--- config.mk ---
export PLATFORM = sky130hd
export DESIGN_NAME = puf_auth_ctrl
export DESIGN_NICKNAME = d
export VERILOG_FILES = /design/src/rtl/puf_auth_ctrl.sv
export SDC_FILE = /design/constraint.sdc
export NUM_CORES = 1
export LEC_CHECK = 0
export ABC_CLOCK_PERIOD_IN_PS = 4200
export CORE_ASPECT_RATIO = 1.5
export CORE_MARGIN = 1.5
export CORE_UTILIZATION = 30
export DETAILED_ROUTE_END_ITERATION = 10
export PLACE_DENSITY_LB_ADDON = 0.2
export SKIP_CTS_REPAIR_TIMING = 1
export SYNTH_ARGS = -nofsm -noshare
export SYNTH_HDL_FRONTEND = slang
export SYNTH_SLANG_ARGS = --single-unit
--- constraint.sdc ---
create_clock -name clk -period 4.2 [get_ports clk]
set_input_delay 0.42 -clock clk [delete_from_list [all_inputs] [get_ports clk]]
set_output_delay 0.42 -clock clk [all_outputs]
set_load 0.1 [all_outputs]
--- src/rtl/puf_auth_ctrl.sv ---
// Ring-oscillator PUF challenge/response controller with enroll and authenticate modes.
// Ports: clk, rst_n, start, mode, thresh in; chal, osc_en, osc_clr out; cnt_a, cnt_b in;
//        busy, done, response, hd, match, key_valid, err out. All outputs registered.
module puf_auth_ctrl #(
    parameter int N_CHAL = 32,
    parameter int CHAL_W = 5,
    parameter int CNT_W  = 16,
    parameter int WINDOW = 256
) (
    input  logic              clk,
    input  logic              rst_n,
    input  logic              start,
    input  logic              mode,
    input  logic [CHAL_W:0]   thresh,
    output logic [CHAL_W-1:0] chal,
    output logic              osc_en,
    output logic              osc_clr,
    input  logic [CNT_W-1:0]  cnt_a,
    input  logic [CNT_W-1:0]  cnt_b,
    output logic              busy,
    output logic              done,
    output logic [N_CHAL-1:0] response,
    output logic [CHAL_W:0]   hd,
    output logic              match,
    output logic              key_valid,
    output logic              err
);

    typedef enum logic [2:0] {
        IDLE,
        CLEAR,
        COUNT,
        SAMPLE,
        DONE
    } state_t;

    localparam int PH_W = $clog2(WINDOW + 1);
    localparam logic [PH_W-1:0]   WIN_LAST  = PH_W'(WINDOW - 1);
    localparam logic [PH_W-1:0]   CLR_LAST  = PH_W'(1);
    localparam logic [CHAL_W-1:0] CHAL_LAST = CHAL_W'(N_CHAL - 1);

    state_t            state;
    logic [PH_W-1:0]   phase;
    logic              mode_q;
    logic [CHAL_W:0]   thresh_q;
    logic [N_CHAL-1:0] key;

    logic              bit_s;
    logic              diff;
    logic [N_CHAL-1:0] resp_nxt;
    logic [CHAL_W:0]   hd_nxt;

    // Response bits are cleared at start, so OR-ing in the new bit is a write.
    always_comb begin
        bit_s    = cnt_a > cnt_b;
        diff     = (bit_s ^ key[chal]) & mode_q;
        resp_nxt = response | (N_CHAL'(bit_s) << chal);
        hd_nxt   = hd + {{CHAL_W{1'b0}}, diff};
    end

    always_ff @(posedge clk) begin
        if (!rst_n) begin
            state     <= IDLE;
            phase     <= '0;
            mode_q    <= 1'b0;
            thresh_q  <= '0;
            key       <= '0;
            key_valid <= 1'b0;
            chal      <= '0;
            osc_en    <= 1'b0;
            osc_clr   <= 1'b0;
            busy      <= 1'b0;
            done      <= 1'b0;
            response  <= '0;
            hd        <= '0;
            match     <= 1'b0;
            err       <= 1'b0;
        end else begin
            case (state)
                IDLE: begin
                    if (start) begin
                        mode_q   <= mode;
                        thresh_q <= thresh;
                        response <= '0;
                        hd       <= '0;
                        match    <= 1'b0;
                        err      <= 1'b0;
                        chal     <= '0;
                        phase    <= '0;
                        osc_clr  <= 1'b1;
                        busy     <= 1'b1;
                        state    <= CLEAR;
                    end
                end
                CLEAR: begin
                    if (phase == CLR_LAST) begin
                        phase   <= '0;
                        osc_clr <= 1'b0;
                        osc_en  <= 1'b1;
                        state   <= COUNT;
                    end else begin
                        phase <= phase + 1'b1;
                    end
                end
                COUNT: begin
                    if (phase == WIN_LAST) begin
                        phase  <= '0;
                        osc_en <= 1'b0;
                        state  <= SAMPLE;
                    end else begin
                        phase <= phase + 1'b1;
                    end
                end
                SAMPLE: begin
                    response <= resp_nxt;
                    hd       <= hd_nxt;
                    if (chal == CHAL_LAST) begin
                        // Verdict is settled on entry to DONE so it is
                        // visible together with the done pulse.
                        done  <= 1'b1;
                        state <= DONE;
                        if (!mode_q) begin
                            key       <= resp_nxt;
                            key_valid <= 1'b1;
                            match     <= 1'b0;
                        end else if (key_valid) begin
                            match <= (hd_nxt <= thresh_q);
                            err   <= 1'b0;
                        end else begin
                            match <= 1'b0;
                            err   <= 1'b1;
                        end
                    end else begin
                        chal    <= chal + 1'b1;
                        osc_clr <= 1'b1;
                        state   <= CLEAR;
                    end
                end
                DONE: begin
                    done  <= 1'b0;
                    busy  <= 1'b0;
                    chal  <= '0;
                    state <= IDLE;
                end
                default: state <= IDLE;
            endcase
        end
    end

endmodule

# Word level (Yosys, flattened, before mapping)
# Index checks and enable logic that the tools add are counted.
dict set report word_totals {
  romBits 0
  latch_bits 0
  inputBits 42
  mem_count 0
  output_inout_bits 50
  ram_bits 0
  regBits 101
}
dict set report op_classes {
  n_eq_ne 13
  n_bitwise 4
  addsub 3
  mux 37
  shift 1
  multipliers 0
  n_reduce_logical 20
  n_div 0
  magnitude_cmp 3
}
# op n
set ops {}
lappend ops {{one-hot mux 32 bit (2 select lines)} 1}
lappend ops {{2-to-1 mux 32 bit} 1}
lappend ops {{OR 32 bit} 1}
lappend ops {{<< shifter 1 x 5 -> 32 bit} 1}
lappend ops {{2-to-1 mux 9 bit} 3}
lappend ops {{one-hot mux 9 bit (3 select lines)} 1}
lappend ops {{greater-than comparator 16 bit} 1}
lappend ops {{one-hot mux 5 bit (3 select lines)} 1}
lappend ops {{AND reduction 3 bit} 5}
lappend ops {{2-to-1 mux 1 bit} 14}
lappend ops {{2-to-1 mux 3 bit} 4}
lappend ops {{!= test 2 bit (second input constant)} 6}
lappend ops {{one-hot mux 3 bit (4 select lines)} 1}
lappend ops {{one-hot mux 6 bit (2 select lines)} 1}
lappend ops {{2-to-1 mux 5 bit} 2}
lappend ops {{one-hot mux 1 bit (2 select lines)} 5}
lappend ops {{AND reduction 2 bit} 5}
lappend ops {{adder 9 x 1 -> 9 bit (second input constant)} 1}
lappend ops {{equality test 9 x 1 -> 1 bit (second input constant)} 1}
lappend ops {{equality test 9 x 8 -> 1 bit (second input constant)} 1}
lappend ops {{nonzero test 3 bit} 3}
lappend ops {{AND reduction 4 bit} 2}
lappend ops {{nonzero test 2 bit} 4}
lappend ops {{adder 6 x 1 -> 6 bit} 1}
lappend ops {{14 further kinds} 15}

# Depth between registers and ports, before layout
# Gate-level depths: netlist of run 1.
dict set report logic_depth {
  word_depth 10
  mapped_depth 17
  depth_no_buf 17
}

# Least setup slack after synthesis of run 1
# OpenSTA, ideal clock, no wires.
dict set report synth_path {
  kind {reg2reg}
  startpoint {register chal[1]}
  endpoint {register match}
  path_slack_ps 177
  path_buffers 2
  arrival_ps 3936
  stages_incl_launch_ff 17
  setup_ps 88
  period_less_slack_ps 4023
  path_cell_list {dfxtp_1 buf_2 buf_2 mux4_2 a22oi_1 nand4_1 nand3_1 nor3b_1 ha_1 ha_1 ha_1 nor2b_1 o21a_1 o21a_1 o21ai_0 a21oi_1 o31ai_1}
}
dict set report synth_between {
  elab_chain_cells 10
  elab_cells_between_ends 13
}
# item line
set synth_lines {}
lappend synth_lines {{start, declared} 15} ;# output logic [CHAL_W-1:0] chal,
lappend synth_lines {{start signal, assigned} 134} ;# chal <= chal + 1'b1;
lappend synth_lines {{binary-select mux 1 bit (select 5 bit)} 56} ;# diff = (bit_s ^ key[chal]) & mode_q;
lappend synth_lines {{2-to-1 mux 1 bit (not written as such)} 56}
lappend synth_lines {{bitwise XOR 1 bit} 56}
lappend synth_lines {{bitwise AND 1 bit} 56}
lappend synth_lines {{adder 6 x 1 -> 6 bit} 58} ;# hd_nxt = hd + {{CHAL_W{1'b0}}, diff};
lappend synth_lines {{<= comparator 6 bit} 127} ;# match <= (hd_nxt <= thresh_q);
lappend synth_lines {{2-to-1 mux 1 bit} 126} ;# end else if (key_valid) begin
lappend synth_lines {{2-to-1 mux 1 bit} 122} ;# if (!mode_q) begin
lappend synth_lines {{2-to-1 mux 1 bit} 117} ;# if (chal == CHAL_LAST) begin
lappend synth_lines {{one-hot mux 1 bit (2 select lines)} 79} ;# case (state)
lappend synth_lines {{end signal, assigned} 127}
lappend synth_lines {{end, declared} 24} ;# output logic match,
# Parallel ways exist; a longest one is shown, timed or not. The select of a mux whose other input is x is not followed.
# A chain may end at the register's enable or synchronous reset.

# Worst setup path in the final report of run 1
dict set report layout_path {
  startpoint {input cnt_b[13]}
  endpoint {register match}
}
dict set report layout_between {
  elab_chain_cells 9
}
# item line
set layout_lines {}
lappend layout_lines {{start, declared} 19} ;# input logic [CNT_W-1:0] cnt_b,
lappend layout_lines {{greater-than comparator 16 bit} 55} ;# bit_s = cnt_a > cnt_b;
lappend layout_lines {{bitwise XOR 1 bit} 56}
lappend layout_lines {{bitwise AND 1 bit} 56}
lappend layout_lines {{adder 6 x 1 -> 6 bit} 58}
lappend layout_lines {{<= comparator 6 bit} 127}
lappend layout_lines {{2-to-1 mux 1 bit} 126}
lappend layout_lines {{2-to-1 mux 1 bit} 122}
lappend layout_lines {{2-to-1 mux 1 bit} 117}
lappend layout_lines {{one-hot mux 1 bit (2 select lines)} 79}
# No other way between the ends. The select of a mux whose other input is x is not followed.

==> flow_summary.ini, run 1 <==
[finish]
nFillCells = 1707
drive_gt1_share_pct = 10.80
areaGrowthSynthToFinish_pct = 28.55
nets = 780
multiInputGateArea_um2 = 2954
regArea_um2 = 2022
diodes = 0

[timing]
maxSlewViolCount = 0
hold_viol = 0
skew_ns = 0.009993
setup_viol = 0
min_period_ns = 4.037
final.setup.tns_ns = 0
max_freq_mhz = 247.7
relSlewSlack_pct = 31.79
worst_slew_pin_slew_ns = 1.020
timing.final.crit_share_pct = 96.12
worst_slack_ns = 0.1629

[clocking]
cts-root-buf = clkbuf_16
clockBufferDepth = 2
cts_tree = built
worstSkewPairLatency_ns = 0.34
clkTransAtPathRegs_ns = 0.07
numCtsBuffers = 9
cts_max_level = 3
cts_sinks = 101

[drt]
drc = 0
ant_nets = 0
routed_wl_um = 14900
vias_per_cell = 5.153
wl_per_cell_um = 16.14
drtPass1Iterations = 4
drt-initial-drc-count = 171
vias = 4756

[floorplan]
dieWidth_um = 110.7
io_pins = 92
initial_utilization_pct = 30.89
fp.dieArea_um2 = 18230
rows = 58
coreArea_um2 = 16910
die_h_um = 164.6

[grt]
antenna_found_initial = 0
grt_max_degree = 46
grt_pass1_wl_um = 24500
grt.overflow.total = 0
grt_use_total_pct = 16.72
grt_pass1_vias = 4918

[pwr]
power.switching_w = 0.0005249
pwr-share-comb_pct = 10.1
internal_power_w = 0.001533
clkPwrFrac_pct = 42.4
p_leak_nw = 2.543
swShare_pct = 25.51
peakVddDrop_uv = 169.0
seqPwrFrac_pct = 47.5
power_density_nw_per_um2 = 306.4

[setup_path]
rr_worst_depth = 16
cp-start-kind = primary input
rr_endpoint = match
worst_ep_required_time_ns = 4.45
cp.arrival_ns = 4.29
path_buf_inv = 2
crit_path_end_kind = register
cpPeakStageDelay_ns = 0.56
crit_slowest_cell = or4_4
worstReg2RegStart = chal[1]
cp_max_fo = 3
crit_family = simple AND/OR/NAND/NOR gates
cpMostUsedCell = ha_1
r2r_setup_slack_ns = 0.44
cp_cell_sequence = clkdlybuf4s50_1, inv_1, ha_1, nand4_1, or4_4, or2_2, nand3_1, nor3b_4, ha_2, ha_1, ha_1, nor2b_1, o21a_1, o21a_1, o21ai_0, a21oi_1, o31ai_1
crit_type = in2reg

[yosys]
synth_top_area_cell = dfxtp_1
synth.net_count = 696
syn-instance-count = 624
avgSynthCellArea_um2 = 8.371
ys_types = 50
synth_flop_cell = dfxtp_1
yosys_register_bits = 101
synthArstFlopShare_pct = 0
yosysSeqAreaShare_pct = 38.71
synth_top_area_share_pct = 38.71
synth_edf_count = 0
syn_area_um2 = 5224
synth_warnings = 0
ys_top_cells_by_area = dfxtp_1, o21ai_0, ha_1, nand2_1, mux2_2

[placement]
place.gp.congestion = 0.8383
pre_cts_ws_ns = -0.2760
port_buffers = 91
hpwl_um = 11180

[min_path]
hp-class = reg2reg
min-delay-start = busy
hold_end = busy
min_path_cells = 2

[run]
drv_cap = 0

[run_status]
status = finished, final reports clean
cell families after synthesis:
family                   after synthesis  synth area share [%]
AND/OR/NAND/NOR                      222                 20.34
AO/OA/AOI/OAI                        162                 18.90
flip-flops                           101                 38.71
buffers and inverters                 68                 5.150
multiplexers                          35                 8.719
adder cells (fa/ha/maj)               30                 7.186
XOR/XNOR                               6                 1.006
worst max-delay path by stage:
stage,endpoint,start,depth (start not counted),slack (ns)
2_1_floorplan,match,chal[1],16,0.18
3_3_place_gp,match,cnt_b[15],17,-0.15
3_5_place_dp,match,cnt_b[13],17,-0.28
4_1_cts,match,cnt_b[13],17,0.07
5_1_grt,match,cnt_b[14],17,-0.04
6_report,match,cnt_b[13],17,0.16
tightest hold or removal path, delay by kind of cell, from the launching register on:
family | cells | cell delay [ns]
flip-flops | 1 | 0.33
AND/OR/NAND/NOR | 1 | 0.07
AO/OA/AOI/OAI | 1 | 0.04
power groups by stage:
stage | Sequential, W | Clock (W) | Combinational, W
after CTS | 0.000978 | 0.000902 | 0.000207
final | 0.000978 | 0.000873 | 0.000207
after global placement | 0.00100 | 0 | 0.000201
after floorplan | 0.00101 | 0 | 0.000108
after detailed placement | 0.00100 | 0 | 0.000206
after global routing | 0.000980 | 0.000948 | 0.000231
per-stage QoR:
stage	instances	hold slack (ns)	util (%)	area, um^2	power (W)
after floorplan	624	0.4435	-	5224	0.001121
after global placement	907	0.4557	37.75	6382	0.001201
after detailed placement	907	0.4579	37.75	6382	0.001207
after CTS	923	0.4752	39.59	6694	0.002087
after global routing	923	0.4984	39.71	6715	0.002159
final	923	0.4686	39.71	6715	0.002058
metal layers:
layer	part of all wire [%]	track usage, %	vias to the layer above
li1	-	-	2370
met2	53	32.13	134
met4	3.0	6.993	0
met1	39	17.87	2223
met5	0	0	-
met3	4.7	3.046	29
synthesized netlist by cell type (all sizes together), types with 3 or more instances:
| cell type | count |
|---|---|
| ha | 30 |
| o21a | 5 |
| xnor2 | 3 |
| nor3b | 3 |
| nand3 | 24 |
| o41ai | 3 |
| nor2 | 32 |
| xor2 | 3 |
| o2111ai | 6 |
| and2 | 7 |
| nand2 | 99 |
| nand2b | 10 |
| dfxtp | 101 |
| nor2b | 13 |
| nor3 | 4 |
| and3 | 3 |
| a22oi | 8 |
| a21oi | 19 |
| o21ai | 78 |
| o22ai | 8 |
| or3 | 4 |
| or2 | 3 |
| o211a | 3 |
| mux2i | 5 |
| mux2 | 24 |
| a31oi | 4 |
| mux4 | 6 |
| inv | 31 |
| nand4 | 13 |
| o211ai | 6 |
| buf | 11 |
| o21bai | 4 |
| a21boi | 11 |
| clkbuf | 26 |
sequential cells by signal, summed over array words and instances, names as in the netlist, 3 cells and up:
name / count
chal: 5
key: 32
response: 32
thresh_q: 6
phase: 9
hd: 6
state: 3
placed cells by master, fill, tap and decap left out, drive strengths merged, types with 5 or more instances in the layout:
cell	instances
and2	7
buf	20
dfxtp	101
o22ai	8
mux2	24
clkbuf	9
a21oi	19
nand4	13
o211ai	6
nand2	99
nand2b	10
mux4	6
o2111ai	6
a22oi	8
nor2b	13
mux2i	5
o21ai	78
nand3	24
a21boi	11
nor2	32
inv	35
o21a	5
ha	30
clkdlybuf4s50	90
area by class of cell:
cell class,instances,share of cell area (%)
Sequential cell,101,30.11
Tap cell,210,3.913
Multi-Input combinational cell,455,43.99
Timing Repair Buffer,110,15.61
Inverter,31,1.733
Clock inverter,7,1.286
Clock buffer,9,3.354
No activity file was read; power rests on OpenSTA's default activity.
==> inputs of run 2 (changes only) <==
--- a/config.mk
+++ b/config.mk
@@ -11,6 +11,7 @@
 export CORE_UTILIZATION = 30
 export DETAILED_ROUTE_END_ITERATION = 10
 export PLACE_DENSITY_LB_ADDON = 0.2
+export RECOVER_POWER = 100
 export SKIP_CTS_REPAIR_TIMING = 1
 export SYNTH_ARGS = -nofsm -noshare
 export SYNTH_HDL_FRONTEND = slang
==> run 2 against run 1 <==
Against the previous run: cell area shrank 0.35%; combinational power is essentially flat; critical endpoint unchanged; via count shrank 0.38%; register-to-register slack is essentially flat; clock skew grew 0.00080 ns; setup slack lost 0.0022 ns; final cell count is the same; largest cell class unchanged; global-route usage is the same; critical path depth is the same; highest routed layer unchanged.
==> flow_summary.ini, run 2 (synthesized netlist as in run 1, its figures left out) <==
[setup_path]
cpPeakStageDelay_ns = 0.56
worstSetupEndpoint = match
rr_worst_depth = 16
rr_endpoint = match
cpMostUsedCell = ha_1
cp_max_fo = 3
crit_slowest_cell = or4_4
worstReg2RegStart = chal[1]
cp-start-kind = primary input
crit_type = in2reg
r2r_setup_slack_ns = 0.44
crit_path_end_kind = register
worst_ep_required_time_ns = 4.45
cp_cell_sequence = clkdlybuf4s50_1, inv_1, ha_1, nand4_1, or4_4, or2_2, nand3_1, nor3b_4, ha_2, ha_1, ha_1, nor2b_1, o21a_1, o21a_1, o21ai_0, a21oi_1, o31ai_1
cp.arrival_ns = 4.29
crit_path_start = cnt_b[14]

[grt]
top_usage_layer = met2
grt_pass1_wl_um = 24500
grt_use_total_pct = 16.72
grt_pass1_vias = 4918
grt.overflow.total = 0
grt_use_met2_pct = 32.13
antenna_found_initial = 0
grt_max_degree = 46
grtUsageMet3_pct = 3.046
met1_usage_pct = 17.87

[placement]
place_area_um2 = 6382
port_buffers = 91
hpwl_um = 11180
pre_cts_ws_ns = -0.2760
place.gp.congestion = 0.8383

[clocking]
cts_sinks = 101
cts_max_level = 3
clkTransAtPathRegs_ns = 0.07
numCtsBuffers = 9
clockBufferDepth = 2
cts_tree = built
worstSkewPairLatency_ns = 0.35
cts-root-buf = clkbuf_16

[run]
drv_cap = 0

[finish]
drive_gt1_share_pct = 10.38
layout_commonest_cell = dfxtp_1
diodes = 0
areaGrowthSynthToFinish_pct = 28.10
nets = 780
largestRegisters = key: 32 flops, response: 32 flops, phase: 9 flops
design_area_um2 = 6691
utilization_pct = 39.57
nFillCells = 1712
final_cell_mix = dfxtp_1, nand2_1, o21ai_0

[floorplan]
initial_utilization_pct = 30.89
rows = 58
fp.dieArea_um2 = 18230
dieWidth_um = 110.7
coreArea_um2 = 16910
io_pins = 92
die_h_um = 164.6

[drt]
ant_nets = 0
wl_per_cell_um = 16.15
drc = 0
drt-initial-drc-count = 178
drtPass1Iterations = 4
vias = 4738
vias_per_cell = 5.133
routed_wl_um = 14910

[min_path]
hp-class = reg2reg
min-delay-start = busy

[timing]
min_period_ns = 4.039
worst_slack_ns = 0.1607
worst_slew_pin_slew_ns = 1.124
max_freq_mhz = 247.6
hold_viol = 0
relSlewSlack_pct = 24.50
maxSlewViolCount = 0
timing.final.crit_share_pct = 96.17
skew_ns = 0.01080
setup_viol = 0

[run_status]
status = finished, final reports clean

[pwr]
power_density_nw_per_um2 = 307.0
power.switching_w = 0.0005239
peakVddDrop_uv = 168.9
clkPwrFrac_pct = 42.5
swShare_pct = 25.50
p_leak_nw = 2.708
pwr-share-comb_pct = 9.9
internal_power_w = 0.001530
seqPwrFrac_pct = 47.6
==> run 2: cell count changes in the layout (fill, tap and decap cells not counted), sizes merged <==
cell and change:
buf -1, clkbuf +1, clkdlybuf4s50 -51, dlygate4sd3 +51
==> run 2: how the worst min path moves through the flow <==
stage,cells after the start,end
2_1_floorplan,2,thresh_q[5]
3_3_place_gp,2,thresh_q[5]
3_5_place_dp,2,busy
4_1_cts,2,thresh_q[3]
5_1_grt,2,busy
6_report,2,busy
==> run 2: power groups by stage <==
stage / registers (W) / logic [W] / clock network, W
final: 0.000978 / 0.000204 / 0.000873
after global routing: 0.000980 / 0.000227 / 0.000948
after CTS: 0.000978 / 0.000207 / 0.000902
after detailed placement: 0.00100 / 0.000206 / 0
after global placement: 0.00100 / 0.000201 / 0
after floorplan: 0.00101 / 0.000108 / 0
==> run 2: routing by layer <==
metal,routed length [um],up-vias
met5,0,-
met2,7848,109
li1,-,2375
met3,614,31
met1,5958,2223
met4,485,0
==> run 2: metrics by stage <==
| step | setup TNS (ns) | std cells | total power [W] | hold slack, ns |
|---|---|---|---|---|
| floorplan | 0 | 624 | 0.001121 | 0.4435 |
| global placement | -0.1534 | 907 | 0.001201 | 0.4557 |
| detailed placement | -0.2760 | 907 | 0.001207 | 0.4579 |
| CTS | 0 | 923 | 0.002087 | 0.4752 |
| global route | -0.03890 | 923 | 0.002156 | 0.4926 |
| finish | 0 | 923 | 0.002054 | 0.4632 |
==> run 2: worst max-delay path: cells and delay by family <==
family,cells,cell delay (ns)
adder cells (fa/ha/maj),4,1.05
AO/OA/AOI/OAI,5,0.78
AND/OR/NAND/NOR,6,1.54
buffers and inverters,2,0.50
==> run 2: cell type report <==
class	count	area [um^2]	area share, %
clock inverter	7	86.33	1.290
sequential	101	2022	30.22
tap	210	262.8	3.927
inverter	31	116.4	1.739
multi-input combinational	455	2934	43.85
timing repair buffer	110	1045	15.61
clock buffer	9	225.2	3.366
